===== config.mk =====
export PLATFORM = sky130hd
export DESIGN_NAME = bram_blocks_stream_reader
export DESIGN_NICKNAME = d
export VERILOG_FILES = /design/src/rtl/bram_blocks_stream_reader.sv
export SDC_FILE = /design/constraint.sdc
export NUM_CORES = 1
export LEC_CHECK = 0
export ABC_CLOCK_PERIOD_IN_PS = 4950
export CORE_MARGIN = 4
export CORE_UTILIZATION = 54
export DETAILED_ROUTE_END_ITERATION = 16
export HOLD_SLACK_MARGIN = 0.15
export PLACE_DENSITY_LB_ADDON = 0.15
export SYNTH_ARGS = -nofsm -noshare
export SYNTH_HDL_FRONTEND = slang
export SYNTH_SLANG_ARGS = --single-unit

===== constraint.sdc =====
create_clock -name clk_in -period 4.95 [get_ports clk_in]
set_clock_uncertainty 0.15 [all_clocks]
set_input_delay 0.99 -clock clk_in [delete_from_list [all_inputs] [get_ports clk_in]]
set_output_delay 0.99 -clock clk_in [all_outputs]
set_load 0.02 [all_outputs]

===== src/rtl/bram_blocks_stream_reader.sv =====
// bram_blocks_stream_reader
//   Read-side initiator for the block BRAM wrapper. A start pulse issues
//   exactly NUM_BLOCKS single-cycle read strobes. Returned words pass
//   through a small credit-controlled first-word-fall-through FIFO, so the
//   Montgomery/modexp datapath can stall without losing in-flight reads.
//   Blocks leave as a ready/valid stream with a last flag.
//
// Ports
//   clk_in                     sole clock, rising edge
//   rst_n_in                   asynchronous active-low reset
//   start_in                   begin a pass (honoured only while idle)
//   read_next_block_valid_out  read strobe to BRAM, one block per high cycle
//   read_block_in              BRAM read data
//   read_block_valid_in        BRAM data valid, READ_LATENCY after strobe
//   block_out                  FIFO head (zero when empty)
//   block_valid_out            FIFO non-empty
//   block_ready_in             consumer accepts on valid & ready
//   block_last_out             head is block NUM_BLOCKS-1
//   busy_out                   pass in progress
//   done_out                   one-cycle pulse after last block accepted
//   overflow_error_out         sticky: data arrived while FIFO full
//   abort_in                   abandon pass (BRAM_READER_ABORT_EN only)
//
// Build option
//   BRAM_READER_ABORT_EN  adds abort_in and the FLUSH state.
//
// state  | meaning
// -------+--------------------------------------------------------------
// IDLE   | waiting for start_in
// ISSUE  | issuing strobes while credit allows
// DRAIN  | all strobes issued, streaming remaining blocks
// FLUSH  | aborted: finish strobes, discard data, wait for responses

module bram_blocks_stream_reader #(
  parameter int REGISTER_SIZE = 32,
  parameter int NUM_BLOCKS    = 128,
  parameter int READ_LATENCY  = 2,
  parameter int FIFO_DEPTH    = 4
) (
  input  logic                     clk_in,
  input  logic                     rst_n_in,
  input  logic                     start_in,
  output logic                     read_next_block_valid_out,
  input  logic [REGISTER_SIZE-1:0] read_block_in,
  input  logic                     read_block_valid_in,
  output logic [REGISTER_SIZE-1:0] block_out,
  output logic                     block_valid_out,
  input  logic                     block_ready_in,
  output logic                     block_last_out,
  output logic                     busy_out,
  output logic                     done_out,
`ifdef BRAM_READER_ABORT_EN
  output logic                     overflow_error_out,
  input  logic                     abort_in
`else
  output logic                     overflow_error_out
`endif
);

  localparam int CNT_W  = $clog2(NUM_BLOCKS) + 1;
  localparam int PTR_W  = $clog2(FIFO_DEPTH);
  localparam int FCNT_W = $clog2(FIFO_DEPTH) + 1;

  localparam logic [CNT_W-1:0]  NUM_BLOCKS_C = CNT_W'(NUM_BLOCKS);
  localparam logic [CNT_W-1:0]  LAST_IDX     = CNT_W'(NUM_BLOCKS - 1);
  localparam logic [FCNT_W-1:0] DEPTH_C      = FCNT_W'(FIFO_DEPTH);
  localparam logic [FCNT_W:0]   DEPTH_WIDE   = (FCNT_W + 1)'(FIFO_DEPTH);

  // The FIFO must cover the whole read pipeline plus the head word, and the
  // pointers rely on natural wrap.
  if (FIFO_DEPTH < READ_LATENCY + 2 || (FIFO_DEPTH & (FIFO_DEPTH - 1)) != 0) begin : g_bad_depth
    $error("FIFO_DEPTH must be a power of two and at least READ_LATENCY+2");
  end

  typedef enum logic [1:0] {
    S_IDLE  = 2'd0,
    S_ISSUE = 2'd1,
`ifdef BRAM_READER_ABORT_EN
    S_DRAIN = 2'd2,
    S_FLUSH = 2'd3
`else
    S_DRAIN = 2'd2
`endif
  } state_t;

  state_t state, state_nxt;

  logic [CNT_W-1:0]         req_cnt;
  logic [CNT_W-1:0]         pop_cnt;
  logic [FCNT_W-1:0]        out_cnt;
  logic [FCNT_W-1:0]        fifo_cnt;
  logic [PTR_W-1:0]         wr_ptr;
  logic [PTR_W-1:0]         rd_ptr;
  logic [REGISTER_SIZE-1:0] mem [FIFO_DEPTH];

  logic             strobe;
  logic             flush_fifo;
  logic             done_nxt;
  logic             pop;
  logic             push;
  logic             accept_rsp;
  logic             fifo_full;
  logic             credit_ok;
  logic [FCNT_W:0]  credit_used;

  // Credit counts words already requested but not yet accepted downstream.
  assign credit_used = {1'b0, out_cnt} + {1'b0, fifo_cnt};
  assign credit_ok   = credit_used < DEPTH_WIDE;
  assign fifo_full   = fifo_cnt == DEPTH_C;

  assign block_valid_out = fifo_cnt != '0;
  assign pop             = block_valid_out & block_ready_in;
  assign block_out       = block_valid_out ? mem[rd_ptr] : '0;
  assign block_last_out  = block_valid_out & (pop_cnt == LAST_IDX);

  assign read_next_block_valid_out = strobe;
  assign busy_out                  = state != S_IDLE;

  // Data is only kept while a pass is live; the abort edge also drops it.
  assign accept_rsp = read_block_valid_in & (state == S_ISSUE || state == S_DRAIN) & ~flush_fifo;
  assign push       = accept_rsp & (~fifo_full | pop);

  always_ff @(posedge clk_in or negedge rst_n_in) begin
    if (!rst_n_in) begin
      state    <= S_IDLE;
      done_out <= 1'b0;
    end else begin
      state    <= state_nxt;
      done_out <= done_nxt;
    end
  end

  always_comb begin
    state_nxt  = state;
    strobe     = 1'b0;
    flush_fifo = 1'b0;
    case (state)
      S_IDLE: begin
        if (start_in) state_nxt = S_ISSUE;
      end
      S_ISSUE: begin
        strobe = credit_ok & (req_cnt < NUM_BLOCKS_C);
        if (strobe && req_cnt == LAST_IDX) state_nxt = S_DRAIN;
      end
      S_DRAIN: begin
        if (pop && block_last_out) state_nxt = S_IDLE;
      end
`ifdef BRAM_READER_ABORT_EN
      S_FLUSH: begin
        // Remaining strobes keep the BRAM address counter aligned for the
        // next pass; credit no longer matters since data is discarded.
        strobe = req_cnt < NUM_BLOCKS_C;
        if (req_cnt == NUM_BLOCKS_C && out_cnt == '0) state_nxt = S_IDLE;
      end
`endif
      default: state_nxt = S_IDLE;
    endcase
`ifdef BRAM_READER_ABORT_EN
    if (abort_in && (state == S_ISSUE || state == S_DRAIN)) begin
      state_nxt  = S_FLUSH;
      flush_fifo = 1'b1;
    end
`endif
    done_nxt = (state == S_DRAIN) && (state_nxt == S_IDLE);
  end

  always_ff @(posedge clk_in or negedge rst_n_in) begin
    if (!rst_n_in) begin
      req_cnt <= '0;
      out_cnt <= '0;
      pop_cnt <= '0;
    end else if (state == S_IDLE) begin
      if (start_in) begin
        req_cnt <= '0;
        out_cnt <= '0;
        pop_cnt <= '0;
      end
    end else begin
      if (strobe) req_cnt <= req_cnt + CNT_W'(1);
      // A stray response with nothing outstanding must not wrap the count,
      // otherwise credit would never be granted again.
      if (strobe && !read_block_valid_in)
        out_cnt <= out_cnt + FCNT_W'(1);
      else if (!strobe && read_block_valid_in && out_cnt != '0)
        out_cnt <= out_cnt - FCNT_W'(1);
      if (pop) pop_cnt <= pop_cnt + CNT_W'(1);
    end
  end

  always_ff @(posedge clk_in or negedge rst_n_in) begin
    if (!rst_n_in) begin
      wr_ptr             <= '0;
      rd_ptr             <= '0;
      fifo_cnt           <= '0;
      overflow_error_out <= 1'b0;
    end else begin
      if (flush_fifo) begin
        wr_ptr   <= '0;
        rd_ptr   <= '0;
        fifo_cnt <= '0;
      end else begin
        if (push) wr_ptr <= wr_ptr + PTR_W'(1);
        if (pop)  rd_ptr <= rd_ptr + PTR_W'(1);
        if (push && !pop)
          fifo_cnt <= fifo_cnt + FCNT_W'(1);
        else if (pop && !push)
          fifo_cnt <= fifo_cnt - FCNT_W'(1);
      end
      if (accept_rsp && fifo_full && !pop) overflow_error_out <= 1'b1;
    end
  end

  always_ff @(posedge clk_in) begin
    if (push) mem[wr_ptr] <= read_block_in;
  end

endmodule


; Word level (Yosys, flattened, before mapping)
; Memory sizes are Yosys's and may differ from the RTL's.
; Cells that the tools add are included.
[word_totals]
rom_bits = 0
memories = 1
regBits = 30
in_bits = 37
ram_bits = 128
latch_bits = 0
wordCells = 80
output_inout_bits = 38
[memory_table]
columns = name, words, width, read_ports, rd_ports_with_merged_regs, wr, line_no
row1 = mem, 4, 32, 1, 0, 1, 94  ; logic [REGISTER_SIZE-1:0] mem [FIFO_DEPTH];
[op_classes]
n_addsub = 9
div = 0
mux = 19
n_mul = 0
n_lt_le_gt_ge = 2
bitwise_logic = 7
n_reduce_logical = 27
n_eq_ne = 6
shifts = 0
[op_table]
columns = cell, n
row1 = 8-bit 2-to-1 mux, 5
row2 = 32-bit 2-to-1 mux, 1
row3 = 3-bit 2-to-1 mux, 6
row4 = 8-bit by 1-bit adder with 8-bit output (second input constant), 2
row5 = 8-bit by 7-bit equality test with 1-bit output (second input constant), 2
row6 = 1-bit logical AND, 10
row7 = 3-bit nonzero test, 3
row8 = 8-bit less-than comparator (second input constant), 1
row9 = 2-bit nonzero test, 4
row10 = 3-bit by 1-bit adder with 3-bit output (second input constant), 2
row11 = 2-bit 2-to-1 mux, 3
row12 = 2-bit case mux with 3 select lines, 1
row13 = 2-bit AND reduction, 3
row14 = 3-bit by 1-bit subtractor with 3-bit output (second input constant), 2
row15 = 1-bit AND, 5
row16 = 2-bit by 1-bit adder with 2-bit output (second input constant), 2
row17 = 3-bit by 3-bit adder with 4-bit output, 1
row18 = 1-bit zero test, 4
row19 = 2-bit zero test, 2
row20 = 4-bit by 3-bit less-than comparator with 1-bit output (second input constant), 1
row21 = 3-bit equality test (second input constant), 1
row22 = 1-bit 2-to-1 mux, 3
row23 = 2-bit by 1-bit equality test with 1-bit output (second input constant), 1
row24 = 2-bit equality test (second input constant), 1
row25 = 4 further kinds, 4

; Depth between registers and ports, before layout
[depth]
ltp_word = 10
mapped_depth = 10

; Least setup slack after synthesis
; No wires, ideal clock.
[synth_timing]
kind = input to register
from = input port block_ready_in
to = memory mem[0][0] (enable)
n_path_buf = 0
setup_ns = 0.392
required_ns = 4.408
arrival_time_ns = 2.193
path_stages = 3
path_slack_ns = 2.215
cell_sequence = nor4b_1 -> nor2_1 -> and2_1
[synth_via]
elab_chain_cells = 5
[synth_rtl]
columns = item, line_no
row1 = from (decl), 48  ; input logic block_ready_in,
row2 = 1-bit AND, 112  ; assign pop = block_valid_out & block_ready_in;
row3 = 1-bit bitwise OR, 121  ; assign push = accept_rsp & (~fifo_full | pop);
row4 = 1-bit AND, 121
row5 = via push, 100  ; logic push;
row6 = 1-bit 2-to-1 mux, 214  ; if (push) mem[wr_ptr] <= read_block_in;
row7 = 1-bit 2-to-1 mux (implied by the code), 214
row8 = to (decl), 94
; The timed path passes the listed nets, and every way through them passes these cells.

; Worst setup path after layout
[layout_timing]
from = register fifo_cnt[0]
to = output port block_out[30]
[layout_via]
elab_chain_cells = 2
[layout_rtl]
columns = item, line_no
row1 = from (decl), 91  ; logic [FCNT_W-1:0] fifo_cnt;
row2 = from (signal assigned), 205  ; fifo_cnt <= fifo_cnt + FCNT_W'(1);
row3 = from (signal assigned), 207  ; fifo_cnt <= fifo_cnt - FCNT_W'(1);
row4 = 3-bit nonzero test, 111  ; assign block_valid_out = fifo_cnt != '0;
row5 = 32-bit 2-to-1 mux, 113  ; assign block_out = block_valid_out ? mem[rd_ptr] : '0;
row6 = to (decl), 46  ; output logic [REGISTER_SIZE-1:0] block_out,
; Every way passes these cells.

==> results_dict.tcl <==
set metrics [dict create \
    die_w_um 118 \
    grt-ovfl-total 0 \
    drt-wirelength-per-cell_um 19.0 \
    area_delta_synth_final_pct 22.4 \
    finalNonFillerCells 622 \
    floorplan.rows 40 \
    root_buffer "clkbuf_16" \
    start_util_pct 54.9 \
    crit_required_ps 3810 \
    synth.area.top_cells "edfxtp_1, dfrtp_1, mux4_2, and2_1, ha_1" \
    clk-insertion-delay-late_ps 420 \
    synth-async-reset-ratio_pct 19.0 \
    tightest_slew_ps 943 \
    synth_top_area_cell "edfxtp_1" \
    crit_type "reg2out" \
    via_per_inst 5.74 \
    timing.fmax_mhz 263 \
    cp_slowest_stage_delay_ps 540 \
    reg2reg_depth 9 \
    ys_warn_count 0 \
    cts-htree-levels 4 \
    crit_path_end_kind "output pin" \
    status "completed" \
    clock_sinks 158 \
    drc 0 \
    leakage_nw 2.84 \
    gp_congestion 0.787 \
    maxCapViolations 0 \
    setup_ws_ps 1140 \
    multi_input_area_um2 1870 \
    start_kind "flip-flop" \
    min_period_ps 3810 \
    dr_total_vias 3571 \
    rsz0062_at_grt "no" \
    placed_area_um2 7470 \
    grt_max_degree 36 \
    fin_setup_tns_ps 0 \
    finalSetupViolCount 0 \
    gr-usage-all-layers_pct 18.3 \
    finalHoldViolCount 0 \
    final_area_um2 8040 \
    seqCellArea_um2 4600 \
    crit_fanout 35 \
    grt_pass1_vias 3794 \
    io_pins 75 \
    drtIter0Drc 228 \
    fill_cells 829 \
    synthDistinctLibCells 47 \
    drv_slew 0 \
    synth_top_area_share_pct 58.5 \
    antenna_found_initial 1 \
    drive_gt1_share_pct 15.4 \
    wirelength_mm 11.8 \
    ir_worst_vdd_uv 371 \
    slew_headroom_pct 37.1 \
    fp.dieH_um 118 \
    cts_tree "done" \
    critPathArrivalTime_ps 2670 \
    p_per_area_nw_per_um2 601 \
    cp_cell_sequence "nor3_1 > inv_1 > and2_1 > clkdlybuf4s50_1" \
    holdPathStages 1 \
    clk_pin_slew_ps 60 \
    ant_nets 0 \
    cp_slowest_cell "clkdlybuf4s50_1" \
    synth_edf_count 128 \
    hpwl_mm 7.50 \
    finalPower_mw 4.83 \
    fin_nets 513 \
    ys_ff_latch 158 \
    place_inst 589 \
    ys_seq_area_share_pct 69.9 \
    grt_pass1_wl_mm 19.5 \
    synthFlopType "edfxtp_1" \
    clk_path_buf_depth 2 \
    cts_resized 0 \
    period_share_pct 77.0 \
    cts_hold_buf 0 \
    syn_inst 380 \
    postLayoutCoreUtil_pct 67.2 \
    dr.pass1.iters 5 \
    postCtsSetupRepairBufs 0 \
    avgSynthCellArea_um2 17.3 \
    fp.dieArea_um2 14000 \
    syn-cell-area_um2 6570 \
    cts_buffers 17 \
    synth_nets 432 \
    hold_slack_ps 335 \
    min_path_type "reg2reg" \
    io_buffers 74 \
    post-place-ws_ps 1490 \
    coreArea_um2 12000 \
]
[where the power goes]
| part | internal (mW) | leakage, nW | switching, mW |
|---|---|---|---|
| Sequential | 1.66 | 1.55 | 0.188 |
| Combinational | 0.893 | 1.02 | 0.847 |
| Clock | 0.744 | 0.269 | 0.505 |
[worst paths after layout]
check	startpoint	endpoint	slack, ps
max	fifo_cnt[0]$_DFFE_PN0P_	block_out[30]	1140
min	pop_cnt[7]$_DFFE_PN0P_	pop_cnt[7]$_DFFE_PN0P_	330
max reg2reg	fifo_cnt[1]$_DFFE_PN0P_	out_cnt[2]$_DFFE_PN0P_	2230
min reg2reg	pop_cnt[7]$_DFFE_PN0P_	pop_cnt[7]$_DFFE_PN0P_	330
max in group asynchronous	rst_n_in	pop_cnt[0]$_DFFE_PN0P_	3010
min in group asynchronous	rst_n_in	req_cnt[1]$_DFFE_PN0P_	930
[Yosys cell counts, types with 5 or more instances]
cell and count:
edfxtp_1 128, dfrtp_1 30, ha_1 13, o21ai_0 11, xnor2_1 5, mux4_2 32
mux2i_1 6, inv_1 13, and2_1 38, clkbuf_1 9, nand3_1 7, nand2_1 16
nor2_1 9, and3_1 5
[layout by cell type (no fill, tap or decap), drive strengths merged, types with 3 or more instances in the layout]
cell | synthesis | final
a21oi | 3 | 3
and2 | 38 | 38
and3 | 5 | 5
clkbuf | 9 | 19
clkdlybuf4s50 | 0 | 74
clkinv | 0 | 5
clkinvlp | 0 | 3
dfrtp | 30 | 30
edfxtp | 128 | 128
ha | 13 | 13
inv | 13 | 16
mux2i | 6 | 6
mux4 | 32 | 32
nand2 | 16 | 16
nand3 | 7 | 7
nand4 | 4 | 4
nor2 | 10 | 10
nor3 | 4 | 4
nor4 | 5 | 5
o21ai | 11 | 11
or3 | 3 | 3
xnor2 | 5 | 5
[cell type report]
type                    instances  share of cell area, %
diodes                          1                 0.0311
repair buffers                 76                   9.55
well taps                     147                   2.29
multi-input cells             195                   23.2
clock inverters                13                   1.74
clock buffers                  19                   5.38
flip-flops and latches        158                   57.2
inverters                      13                  0.607
[sequential cells by signal, summed over array words and instances, names as in the netlist]
name / count
pop_cnt: 8
out_cnt: 3
state: 2
fifo_cnt: 3
req_cnt: 8
mem: 128
rd_ptr: 2
done_out: 1
wr_ptr: 2
overflow_error_out: 1
[worst max-delay path, delay by kind of cell, from the launching register on]
family | cells | cell delay (ps)
buffers and inverters | 2 | 1060
DFF | 1 | 470
and+or+nand+nor | 2 | 720
[cells by family after synthesis]
kind of cell	synth area share, %
DFF	69.9
and+or+nand+nor	8.64
muxes	12.2
AOI/OAI and AO/OA	3.48
buffers and inverters	1.73
adders and majority gates	3.08
xor gates and xnor gates	0.933
[per-layer routing]
layer | routed length [um] | track usage, %
met3 | 807 | 5.31
met4 | 187 | 7.62
met1 | 5030 | 24.3
met5 | 0 | 0
met2 | 5780 | 28.7
(Power assumes the default switching activity.)
